[src/rtl/ex_operand_b_stage.sv]
// ID/EX operand-B stage for the 16-bit ThinPad CPU: latches the operand-B select path,
// resolves forwarding in EX and flags load-use hazards. Optional macro: OPB_FORWARD_EN.
module ex_operand_b_stage (
  input  logic        clk,
  input  logic        rst,
  input  logic        stall,
  input  logic        flush,
  input  logic        valid_in,
  input  logic [1:0]  sel_b_in,
  input  logic [3:0]  ry_addr_in,
  input  logic [15:0] ry_data_in,
  input  logic [15:0] imm_in,
  input  logic [3:0]  dst_addr_in,
  input  logic        dst_wr_en_in,
  input  logic        mem_read_in,
  input  logic        exmem_wr_en,
  input  logic [3:0]  exmem_wr_addr,
  input  logic [15:0] exmem_wr_data,
  input  logic        memwb_wr_en,
  input  logic [3:0]  memwb_wr_addr,
  input  logic [15:0] memwb_wr_data,
  output logic [15:0] op_b,
  output logic        valid_q,
  output logic [1:0]  sel_b_q,
  output logic [3:0]  dst_addr_q,
  output logic        dst_wr_en_q,
  output logic        mem_read_q,
  output logic        load_use_stall
);

  localparam logic [3:0] NO_REG  = 4'hF;
  localparam logic [1:0] SEL_RY  = 2'b00;
  localparam logic [1:0] SEL_IMM = 2'b01;
  localparam logic [1:0] SEL_ZERO = 2'b10;

  logic [3:0]  ry_addr_q;
  logic [15:0] ry_data_q, imm_q;

  logic        valid_d, dst_wr_en_d, mem_read_d;
  logic [1:0]  sel_b_d;
  logic [3:0]  ry_addr_d, dst_addr_d;
  logic [15:0] ry_data_d, imm_d;
  logic [15:0] ry_val;
  logic        raw_hit;

  // Handshake: while load_use_stall is high the ID stage holds its instruction and
  // this stage inserts a bubble; stall freezes every field, flush overrides both.
`ifdef OPB_FORWARD_EN
  assign raw_hit = valid_q && mem_read_q && dst_wr_en_q && (ry_addr_in == dst_addr_q);
`else
  // Without forwarding any in-flight writer of ry is a hazard; MEM/WB is covered by
  // the register file writing before it is read.
  assign raw_hit = (valid_q && dst_wr_en_q && (ry_addr_in == dst_addr_q)) ||
                   (exmem_wr_en && (ry_addr_in == exmem_wr_addr));
  logic unused_fwd;
  assign unused_fwd = ^{ry_addr_q, exmem_wr_data, memwb_wr_en, memwb_wr_addr, memwb_wr_data};
`endif

  assign load_use_stall = !rst && valid_in && (sel_b_in == SEL_RY) && raw_hit;

  always_comb begin
    ry_val = ry_data_q;
`ifdef OPB_FORWARD_EN
    if (exmem_wr_en && (exmem_wr_addr == ry_addr_q) && (ry_addr_q != NO_REG))
      ry_val = exmem_wr_data;
    else if (memwb_wr_en && (memwb_wr_addr == ry_addr_q) && (ry_addr_q != NO_REG))
      ry_val = memwb_wr_data;
`endif
    op_b = 16'h0000;
    if (valid_q) begin
      case (sel_b_q)
        SEL_RY:  op_b = ry_val;
        SEL_IMM: op_b = imm_q;
        default: op_b = 16'h0000;
      endcase
    end
  end

  always_comb begin
    valid_d     = valid_q;
    sel_b_d     = sel_b_q;
    ry_addr_d   = ry_addr_q;
    ry_data_d   = ry_data_q;
    imm_d       = imm_q;
    dst_addr_d  = dst_addr_q;
    dst_wr_en_d = dst_wr_en_q;
    mem_read_d  = mem_read_q;
    if (flush || (!stall && load_use_stall)) begin
      valid_d     = 1'b0;
      sel_b_d     = SEL_ZERO;
      ry_addr_d   = NO_REG;
      ry_data_d   = 16'h0000;
      imm_d       = 16'h0000;
      dst_addr_d  = NO_REG;
      dst_wr_en_d = 1'b0;
      mem_read_d  = 1'b0;
    end else if (!stall) begin
      valid_d     = valid_in;
      sel_b_d     = sel_b_in;
      ry_addr_d   = ry_addr_in;
      ry_data_d   = ry_data_in;
      imm_d       = imm_in;
      dst_addr_d  = dst_addr_in;
      dst_wr_en_d = dst_wr_en_in;
      mem_read_d  = mem_read_in;
    end
  end

  always_ff @(posedge clk or posedge rst) begin
    if (rst) begin
      valid_q     <= 1'b0;
      sel_b_q     <= SEL_ZERO;
      ry_addr_q   <= NO_REG;
      ry_data_q   <= 16'h0000;
      imm_q       <= 16'h0000;
      dst_addr_q  <= NO_REG;
      dst_wr_en_q <= 1'b0;
      mem_read_q  <= 1'b0;
    end else begin
      valid_q     <= valid_d;
      sel_b_q     <= sel_b_d;
      ry_addr_q   <= ry_addr_d;
      ry_data_q   <= ry_data_d;
      imm_q       <= imm_d;
      dst_addr_q  <= dst_addr_d;
      dst_wr_en_q <= dst_wr_en_d;
      mem_read_q  <= mem_read_d;
    end
  end

endmodule

[config.mk]
export PLATFORM = sky130hd
export DESIGN_NAME = ex_operand_b_stage
export DESIGN_NICKNAME = d
export VERILOG_FILES = /design/src/rtl/ex_operand_b_stage.sv
export SDC_FILE = /design/constraint.sdc
export NUM_CORES = 1
export LEC_CHECK = 0
export ABC_AREA = 1
export BUFFER_PORTS_ARGS = -buffer_cell sky130_fd_sc_hd__clkbuf_2
export CAP_MARGIN = 30
export CORE_MARGIN = 2
export CORE_UTILIZATION = 46
export DETAILED_ROUTE_END_ITERATION = 6
export PLACE_DENSITY = 0.8
export SETUP_SLACK_MARGIN = 0.1
export SLEW_MARGIN = 20
export SYNTH_ARGS = -nofsm -noshare
export SYNTH_HDL_FRONTEND = slang
export SYNTH_SLANG_ARGS = --single-unit
export TNS_END_PERCENT = 30
[constraint.sdc]
create_clock -name clk -period 1.5 [get_ports clk]
set_input_delay 0.15 -clock clk [delete_from_list [all_inputs] [get_ports clk]]
set_output_delay 0.15 -clock clk [all_outputs]
set_load 0.01 [all_outputs]
==> run metrics, run 1 <==
Worst path slowest cell dfstp_2; DIE AREA 5890 sq um; port buffer count between 70 and 80; Layout area overhead 37.5%; critical path's top delay family flip-flops; design area about 3300 sq um; clock sink count 41; routability cong. 0.927; initial antenna violation count 0; Max-Cap Viols 0; total core area 5110 sq um; Pwr Total 2.43 mW; Core Util, Final 0.655; Worst Setup Path Type reg2out; fin. max-slew vios 0; Distinct cells, synth 19; Arr. time, crit path 1.52 ns; sequential-to-total area share from yosys stat 0.424; # fillers around 440; fmax 0.598 GHz; Num CTS Buffers 5; CP startpoint kind register; Slew @ Worst Pin 0.576 ns; cell row count 26; post-detailed-route count of antenna-violating nets 0; final critical-path share of the clock period 1.11; number of global-route vias before repair 2438; share of layout cells above drive strength 1 0.332; residual DRC count 0; Total Wirelength between 6000 and 7000 um; Synth Instances 363; all-layer global routing usage 0.232; cell area after synthesis around 2400 sq um; worst skew pair latency 0.31 ns; VDD IR max 0.000542 V; RSZ-0062 raised after global routing yes; final setup fails 58; first-pass detailed-route iteration total 4; CTS tree built; first-pass GRT wire length 11000 um; Placed Area 2960 sq um; Leak 1.81 nW; via density per instance 4.94; post-layout min period 1.67 ns; worst setup margin -0.172 ns; skew final 0.00692 ns; top post-synthesis cells by area dfrtp_1, inv_1, nor2_1; failing checks negative setup slack; n_diodes 0; Hold Path Class in2reg; drt initial violations 196; per-cell routed wire length 13.1 um; Post-DP HPWL ~4200 um; # nets final around 550; number of synthesized register bits 41; critical path peak fanout 2; io pins roughly 120; grt ovf 0; Clk Tree Root Cell clkbuf_8; die width 76.7 um; crit end category primary output; CP cell instances inv_2 > nand2_2 > nand2_1 > nor2_1 > nand3_1 > nand2_1 > nand2_2 > inv_2 > buf_6; multi-input logic area 1030 sq um; Die Height about 77 um; Clk pin slew, worst setup/hold paths ~0.080 ns; Synth top area share 0.370; Pwr per Cell Area 726 nW/um^2; Sequential Area 1030 sq um; Final Hold Fails 0; slowest stage delay, CP 0.56 ns; Starting Density 0.476; WP data required 1.35 ns; CP bufs+invs 3; post-synth net total 454; largest net degree at the start of global routing 42; yosys warns 0; syn_area_per_cell 6.70 sq um; vias ~2600; Clock Path Buffers 2; outcome complete, but fails checks; Max H-tree Level 2; Slew headroom 0.615; cell taking the most area after synthesis dfrtp_1
[cells in the final DEF (no fill, tap or decap)]
master,n
inv_1,95
clkbuf_2,77
nor2_1,63
dfrtp_1,35
o21ai_1,34
nand2_1,32
nand3_1,32
buf_4,14
o22ai_2,10
inv_2,9
nand3_2,9
o22ai_1,6
clkbuf_8,6
nand2_2,5
dfstp_2,5
buf_12,4
clkinv_1,2
clkbuf_16,2
dlygate4sd3_1,2
buf_6,2
nand3b_1,1
a21oi_1,1
nor4_1,1
nand3_4,1
o21ai_2,1
nand2_4,1
clkinvlp_4,1
buf_16,1
buf_2,1
buf_8,1
dfrtp_2,1
[metrics by stage]
| stage | TNS [ns] | cells | hold WS [ns] | setup WS (ns) |
|---|---|---|---|---|
| final | -7.07 | 525 | 0.122 | -0.172 |
| after global routing | -12.24 | 525 | 0.149 | -0.294 |
| after CTS | -5.26 | 521 | 0.123 | -0.150 |
| after detailed placement | -0.0329 | 506 | 0.187 | -0.0124 |
| after global placement | 0 | 506 | 0.184 | 0.00227 |
| after floorplan | 0 | 363 | 0.338 | 0.105 |
[final timing paths]
path	start	to	slack, ns	cells after the start
worst max-delay path	dst_addr_q[1]	load_use_stall	-0.17	9
worst min-delay path	dst_addr_in[0]	dst_addr_q[0]	0.12	5
worst max register to register	dst_addr_q[1]	imm_q[2]	-0.16	11
worst min register to register	mem_read_q	mem_read_q	0.50	2
max in group asynchronous	rst	sel_b_q[0]	0.65	3
min in group asynchronous	rst	ry_data_q[8]	0.44	3
[what timing repair did]
item	in CTS	in global routing
endpoints found under the hold margin	13	0
gates resized for setup	17	22
gates cloned	1	2
hold buffers	2	0
buffers inserted	5	2
setup endpoints to repair	58	58
pin swaps	5	7
[power breakdown]
group          switching, mW  total (mW)  internal, mW
registers             0.0249        1.20          1.17
logic                  0.281       0.475         0.194
clock network          0.395       0.758         0.364
total                  0.700        2.43          1.73
[cell families (layout without fill, tap and decap cells)]
kind of cell,Yosys count,in the layout,share of synthesized area
compound gates,52,52,0.115
buf+inv,125,217,0.206
flops,41,41,0.424
simple gates,145,145,0.255
[worst min-delay path: stages]
cell	delay, ns
clkbuf_2	0.08
nor2_1	0.04
nand3_2	0.06
nand2_1	0.04
inv_1	0.04
[routing by layer]
metal,vias up,routed length (um),GRT usage
li1,1272,-,-
met1,1214,2790,0.294
met2,96,3560,0.391
met3,12,418,0.0541
met4,0,126,0.0782
met5,-,0,0
[synthesized netlist by cell type]
cell type / number
a21oi_1: 1
buf_1: 3
buf_2: 1
buf_6: 4
clkbuf_1: 11
clkinv_1: 1
dfrtp_1: 36
dfstp_2: 5
inv_1: 102
inv_2: 3
nand2_1: 37
nand2_2: 1
nand3_1: 39
nand3_2: 3
nand3b_1: 1
nor2_1: 63
nor4_1: 1
o21ai_1: 35
o22ai_1: 16
[state kept, by name (all words and copies together), names as in the netlist]
name and cells:
imm_q 16, sel_b_q 2, dst_wr_en_q 1, mem_read_q 1, valid_q 1, dst_addr_q 4
ry_data_q 16
[layout make-up]
type                            count  area share
Timing Repair Buffer              104       0.212
Clock buffer                        6      0.0247
Multi-Input combinational cell    197       0.307
Tap cell                           70      0.0262
Clock inverter                      1     0.00224
Inverter                          106       0.119
Sequential cell                    41       0.309
No activity file was read; power rests on OpenSTA's default activity.
==> inputs of run 2 (changes only) <==
--- a/config.mk
+++ b/config.mk
@@ -5,11 +5,10 @@
 export SDC_FILE = /design/constraint.sdc
 export NUM_CORES = 1
 export LEC_CHECK = 0
-export ABC_AREA = 1
 export BUFFER_PORTS_ARGS = -buffer_cell sky130_fd_sc_hd__clkbuf_2
 export CAP_MARGIN = 30
 export CORE_MARGIN = 2
-export CORE_UTILIZATION = 46
+export CORE_UTILIZATION = 44
 export DETAILED_ROUTE_END_ITERATION = 6
 export PLACE_DENSITY = 0.8
 export SETUP_SLACK_MARGIN = 0.1
==> run metrics, run 2 <==
most frequent cells in the layout clkbuf_2, dfrtp_1, nand2_1 (was inv_1, clkbuf_2, nor2_1); vias 1913 (was 2594); number of global-route vias before repair 1858 (was 2438); all-layer global routing usage 0.226 (was 0.232); outcome complete, but fails checks (unchanged); largest registers imm_q (16), ry_data_q (16), dst_addr_q (4) (unchanged); CTS tree built (unchanged); n_diodes 0 (unchanged); R2R cell count 6 (was 11); RSZ-0062 raised after global routing yes (unchanged); hold wc startpoint imm_in[1] (was dst_addr_in[0]); VDD IR max 0.000825 V (was 0.000542 V); DIE AREA 5220 sq um (was 5890 sq um); Post-DP HPWL 3840 um (was 4240 um); WP data required 1.35 ns (about the same); cell row count 24 (was 26); crit end category primary output (unchanged); CP startpoint kind register (unchanged); Pwr per Cell Area 907 nW/um^2 (was 726 nW/um^2); Worst Setup Path Type reg2out (unchanged); slowest stage delay, CP 0.57 ns (was 0.56 ns); Total Wirelength 5550 um (was 6890 um); Distinct cells, synth 25 (was 19); die width 72.3 um (was 76.7 um); worst skew pair latency 0.30 ns (was 0.31 ns); share of layout cells above drive strength 1 0.509 (was 0.332); Clk Tree Root Cell clkbuf_8 (unchanged); worst r2r dst ry_data_q[7] (was imm_q[2]); critical path peak fanout 2 (unchanged); skew final 0.00744 ns (was 0.00692 ns); per-cell routed wire length 16.3 um (was 13.1 um); total core area 4410 sq um (was 5110 sq um); drt initial violations 118 (was 196); Placed Area 2660 sq um (was 2960 sq um); fmax 0.584 GHz (was 0.598 GHz); design area 3010 sq um (was 3350 sq um); Top FF cell, synth dfrtp_1 (unchanged); worst setup margin -0.211 ns (was -0.172 ns); Pwr Total 2.73 mW (was 2.43 mW); Die Height 72.3 um (was 76.7 um); cell taking the most area after synthesis dfrtp_1 (unchanged); CP bufs+invs 2 (was 3); syn_area_per_cell 10.4 sq um (was 6.70 sq um); first-pass detailed-route iteration total 4 (unchanged); Hold Path Class in2reg (unchanged); post-detailed-route count of antenna-violating nets 0 (unchanged); Layout area overhead 46.9% (was 37.5%); Max-Cap Viols 0 (unchanged); Slew @ Worst Pin 0.324 ns (was 0.576 ns); yosys warns 0 (unchanged); Synth Instances 197 (was 363); post-synth net total 288 (was 454); Clock Path Buffers 2 (unchanged); largest net degree at the start of global routing 32 (was 42); reg-to-reg startpoint dst_addr_q[0] (was dst_addr_q[1]); residual DRC count 0 (unchanged); top post-synthesis cells by area dfrtp_1, a32o_1, mux2i_1 (was dfrtp_1, inv_1, nor2_1); grt ovf 0 (unchanged); top post-synthesis cells by count dfrtp_1, nand2_1, nor2_1 (was inv_1, nor2_1, nand3_1); post-layout min period 1.71 ns (was 1.67 ns); critical path's top delay family flip-flops (unchanged); first-pass GRT wire length 9080 um (was 11000 um); CP cell instances xor2_2 > buf_4 > nor4_4 > nand3b_1 > nand2_1 > buf_2 (was inv_2 > nand2_2 > nand2_1 > nor2_1 > nand3_1 > nand2_1 > nand2_2 > inv_2 > buf_6); cell area after synthesis 2050 sq um (was 2430 sq um); Arr. time, crit path 1.56 ns (was 1.52 ns); sequential-to-total area share from yosys stat 0.503 (was 0.424); Hold Path Sink imm_q[1] (was dst_addr_q[0]); Leak 1.36 nW (was 1.81 nW); Core Util, Final 0.683 (was 0.655); top-count cell post-synth dfrtp_1 (was inv_1); Clk pin slew, worst setup/hold paths 0.09 ns (was 0.08 ns); Final Hold Fails 0 (unchanged); final critical-path share of the clock period 1.14 (was 1.11); failing checks negative setup slack (unchanged); port buffer count 79 (unchanged); Slew headroom 0.784 (was 0.615); number of synthesized register bits 41 (unchanged); Max H-tree Level 2 (unchanged); Hold Path Depth 3 (was 5); Worst path slowest cell dfstp_2 (unchanged); Num CTS Buffers 5 (unchanged); EDFF count, synth 0 (unchanged); initial antenna violation count 0 (unchanged); final setup fails 41 (was 58); clock sink count 41 (unchanged); Starting Density 0.465 (was 0.476); # nets final 379 (was 546); Synth top area share 0.439 (was 0.370); io pins 117 (unchanged); via density per instance 5.61 (was 4.94); routability cong. 0.824 (was 0.927); R2R setup slack -0.21 ns (was -0.16 ns); commonest non-fill, non-tap cell in the layout clkbuf_2 (was inv_1); fin. max-slew vios 0 (unchanged); ys async rst share 1.00 (unchanged)
run 2: changes by cell type after synthesis, sizes merged, moves of 2 or more:
cell,delta
clkbuf,+3
buf,-4
o21ai,-35
nor4,+2
a21oi,+4
nand2,-7
inv,-104
nor2,-40
a32o,+21
nor3b,+5
xor2,+8
nand3,-41
mux2i,+17
run 2: where the power goes:
group	leakage, nW	total (mW)	switching, mW	internal (mW)
sequential	0.531	1.22	0.0485	1.17
combinational	0.764	0.436	0.220	0.215
clock	0.0687	1.07	0.404	0.670
total	1.36	2.73	0.673	2.06
run 2: layout make-up:
class,count,area (sq um)
Clock buffer,5,68.8
Sequential cell,41,1030
Clock inverter,3,68.8
Tap cell,52,65.1
Inverter,1,3.75
Fill cell,345,1400
Timing Repair Buffer,102,649
Multi-Input combinational cell,137,1120
run 2: how the worst max path moves through the flow:
| stage | endpoint | start | slack [ns] | cells past startpoint |
|---|---|---|---|---|
| 5_1_grt | load_use_stall | dst_addr_q[2] | -0.33 | 5 |
| 2_1_floorplan | imm_q[10] | dst_addr_q[3] | -0.13 | 5 |
| 6_report | load_use_stall | dst_addr_q[0] | -0.21 | 6 |
| 3_5_place_dp | ry_data_q[7] | dst_addr_q[3] | -0.17 | 5 |
| 3_3_place_gp | ry_data_q[9] | dst_addr_q[3] | -0.15 | 5 |
| 4_1_cts | load_use_stall | dst_addr_q[0] | -0.20 | 6 |
run 2: routing by layer:
layer | global-route usage | routed length [um] | vias to the layer above
met5 | 0 | 0 | -
met2 | 0.369 | 2900 | 69
li1 | - | - | 899
met4 | 0.0692 | 74 | 0
met3 | 0.0333 | 324 | 7
met1 | 0.315 | 2250 | 938
run 2: cells by family (layout without fill, tap and decap cells):
| kind of cell | Yosys count | in the layout | share of synthesized area |
|---|---|---|---|
| AOI/OAI and AO/OA | 42 | 42 | 0.168 |
| xor gates and xnor gates | 8 | 8 | 0.0342 |
| buffers and inverters | 19 | 111 | 0.0433 |
| DFF | 41 | 41 | 0.503 |
| muxes | 17 | 17 | 0.0830 |
| and+or+nand+nor | 70 | 70 | 0.168 |
run 2: repair_timing:
action | CTS | global route
pin swaps | 8 | 1
setup endpoints to repair | 57 | 57
setup buffers | 2 | 1
endpoints found under the hold margin | 24 | 0
gates resized for setup | 32 | 5
hold buffers | 1 | 0
run 2: tightest hold or removal path: cells and delay by family:
kind | cells | cell delay, ns
AND/OR/NAND/NOR | 1 | 0.04
AO/OA/AOI/OAI | 1 | 0.06
buffers and inverters | 1 | 0.08
run 2: per-stage QoR:
step | setup TNS, ns | instances | setup slack [ns] | hold WS, ns
2_1_floorplan | -2.85 | 197 | -0.126 | 0.284
6_report | -6.74 | 341 | -0.211 | 0.0675
3_5_place_dp | -3.25 | 329 | -0.175 | 0.0734
5_1_grt | -9.77 | 341 | -0.331 | 0.0826
4_1_cts | -4.88 | 340 | -0.197 | 0.0648
3_3_place_gp | -2.53 | 329 | -0.146 | 0.0687
==> inputs of run 3 (changes only) <==
--- a/config.mk
+++ b/config.mk
@@ -10,6 +10,7 @@
 export CORE_MARGIN = 2
 export CORE_UTILIZATION = 44
 export DETAILED_ROUTE_END_ITERATION = 6
+export MAX_ROUTING_LAYER = met4
 export PLACE_DENSITY = 0.8
 export SETUP_SLACK_MARGIN = 0.1
 export SLEW_MARGIN = 20
==> run metrics, run 3 (same netlist as run 2, synthesis figures left out) <==
outcome complete, but fails checks (unchanged); failing checks negative setup slack (unchanged); io pins 117 (unchanged); Worst Setup Path Type reg2out (unchanged); grt ovf 0 (unchanged); post-layout min period 1.71 ns (about the same); Arr. time, crit path 1.56 ns (about the same); Slew @ Worst Pin 0.325 ns (was 0.324 ns); Final Hold Fails 0 (unchanged); port buffer count 79 (unchanged); residual DRC count 0 (unchanged); Leak 1.36 nW (unchanged); # fillers 345 (unchanged); fin. max-slew vios 0 (unchanged); first-pass GRT wire length 9080 um (unchanged); per-cell routed wire length 16.4 um (was 16.3 um); Clock Path Buffers 2 (unchanged); Layout area overhead 46.9% (unchanged); Sw Share 0.249 (was 0.246); via density per instance 5.59 (was 5.61); R2R setup slack -0.21 ns (about the same); share of layout cells above drive strength 1 0.509 (unchanged); Post-DP HPWL 3840 um (unchanged); DIE AREA 5220 sq um (unchanged); reg-to-reg startpoint dst_addr_q[0] (unchanged); WP data required 1.35 ns (about the same); non-filler instance count after layout 341 (unchanged); number of global-route vias before repair 1853 (was 1858); Combinational Power Share 0.159 (about the same); critical path peak fanout 2 (unchanged); drt initial violations 133 (was 118); RSZ-0062 raised after global routing yes (unchanged); Max H-tree Level 2 (unchanged); P_sw 0.682 mW (was 0.673 mW); skew final 0.00650 ns (was 0.00744 ns); first-pass detailed-route iteration total 4 (unchanged); largest net degree at the start of global routing 32 (unchanged); Num CTS Buffers 5 (unchanged); Clk Tree Root Cell clkbuf_8 (unchanged); cell total after placement 329 (unchanged); n_diodes 0 (unchanged); Pwr per Cell Area 909 nW/um^2 (was 907 nW/um^2); total core area 4410 sq um (unchanged); Hold Path Sink imm_q[1] (unchanged); final critical-path share of the clock period 1.14 (about the same); commonest non-fill, non-tap cell in the layout clkbuf_2 (unchanged); post-detailed-route count of antenna-violating nets 0 (unchanged); clock sink count 41 (unchanged); fmax 0.583 GHz (was 0.584 GHz); Pint 2.06 mW (about the same); worst setup margin -0.215 ns (was -0.211 ns); worst skew pair latency 0.30 ns (about the same); Starting Density 0.465 (unchanged); most frequent cells in the layout clkbuf_2, dfrtp_1, nand2_1 (unchanged); worst r2r dst ry_data_q[7] (unchanged); VDD IR max 0.000826 V (was 0.000825 V); Sequential Power Share 0.446 (was 0.447); hold wc startpoint imm_in[1] (unchanged); Placement Setup Slack -0.175 ns (unchanged); vias 1906 (was 1913); Hold Path Class in2reg (unchanged); Clk pin slew, worst setup/hold paths 0.09 ns (about the same); final setup fails 42 (was 41); clock network fraction of design power 0.395 (was 0.393); CP startpoint kind register (unchanged); Max-Cap Viols 0 (unchanged); Total Wirelength 5590 um (was 5550 um); routability cong. 0.836 (was 0.824); crit end category primary output (unchanged); largest registers imm_q (16), ry_data_q (16), dst_addr_q (4) (unchanged); all-layer global routing usage 0.233 (was 0.226); cell row count 24 (unchanged); Placed Area 2660 sq um (unchanged); die width 72.3 um (unchanged); Slew headroom 0.783 (was 0.784); CTS tree built (unchanged); design area 3010 sq um (unchanged); R2R cell count 6 (unchanged); Die Height 72.3 um (unchanged); # nets final 379 (unchanged); initial antenna violation count 0 (unchanged); Hold Path Depth 3 (unchanged)
[run 3: cell counts in the layout (fill, tap and decap cells not counted)]
No cell type changed its count.
[run 3: per-stage QoR]
step / util / total power [mW] / hold WS, ns / setup TNS [ns]
2_1_floorplan: - / 1.43 / 0.284 / -2.85
3_3_place_gp: 0.603 / 1.60 / 0.0687 / -2.53
3_5_place_dp: 0.603 / 1.62 / 0.0734 / -3.25
4_1_cts: 0.673 / 2.73 / 0.0648 / -4.88
5_1_grt: 0.683 / 2.85 / 0.0826 / -9.83
6_report: 0.683 / 2.74 / 0.0673 / -6.87
[run 3: layout make-up]
type,count,area (sq um),area share
Clock buffer,5,68.8,0.0228
Tap cell,52,65.1,0.0216
Timing Repair Buffer,102,649,0.216
Multi-Input combinational cell,137,1120,0.373
Inverter,1,3.75,0.00125
Clock inverter,3,68.8,0.0228
Sequential cell,41,1030,0.343
[run 3: timing repair]
| action | 4_1_cts | 5_1_grt |
|---|---|---|
| setup endpoints to repair | 57 | 57 |
| gates resized for setup | 32 | 5 |
| gates cloned | 0 | 0 |
| hold buffers | 1 | 0 |
| setup buffers | 2 | 1 |
| pin swaps | 8 | 1 |
| hold endpoints to repair | 24 | 0 |
[run 3: routing by layer]
metal | up-vias | wire (um) | global-route usage
li1 | 898 | - | -
met1 | 938 | 2370 | 0.315
met2 | 63 | 2880 | 0.370
met3 | 7 | 278 | 0.0319
met4 | 0 | 68 | 0.0692
met5 | - | 0 | -
[run 3: critical path, cell delays in order, from the launching register on]
cell and delay [ns]:
dfstp_2 0.57, xor2_2 0.08, buf_4 0.14, nor4_4 0.19, nand3b_1 0.11, nand2_1 0.07
buf_2 0.12
[run 3: worst max-delay path by stage]
stage	from	slack, ns	cells after the start	endpoint
after CTS	dst_addr_q[0]	-0.20	6	load_use_stall
final	dst_addr_q[0]	-0.21	6	load_use_stall
after global routing	dst_addr_q[2]	-0.33	5	load_use_stall
after floorplan	dst_addr_q[3]	-0.13	5	imm_q[10]
after detailed placement	dst_addr_q[3]	-0.17	5	ry_data_q[7]
after global placement	dst_addr_q[3]	-0.15	5	ry_data_q[9]
[run 3: power by group through the flow]
| stage | Sequential (mW) | Clock [mW] | Combinational (mW) |
|---|---|---|---|
| 3_3_place_gp | 1.23 | 0 | 0.371 |
| 3_5_place_dp | 1.23 | 0 | 0.383 |
| 6_report | 1.22 | 1.08 | 0.437 |
| 4_1_cts | 1.22 | 1.09 | 0.420 |
| 2_1_floorplan | 1.23 | 0 | 0.198 |
| 5_1_grt | 1.23 | 1.14 | 0.477 |
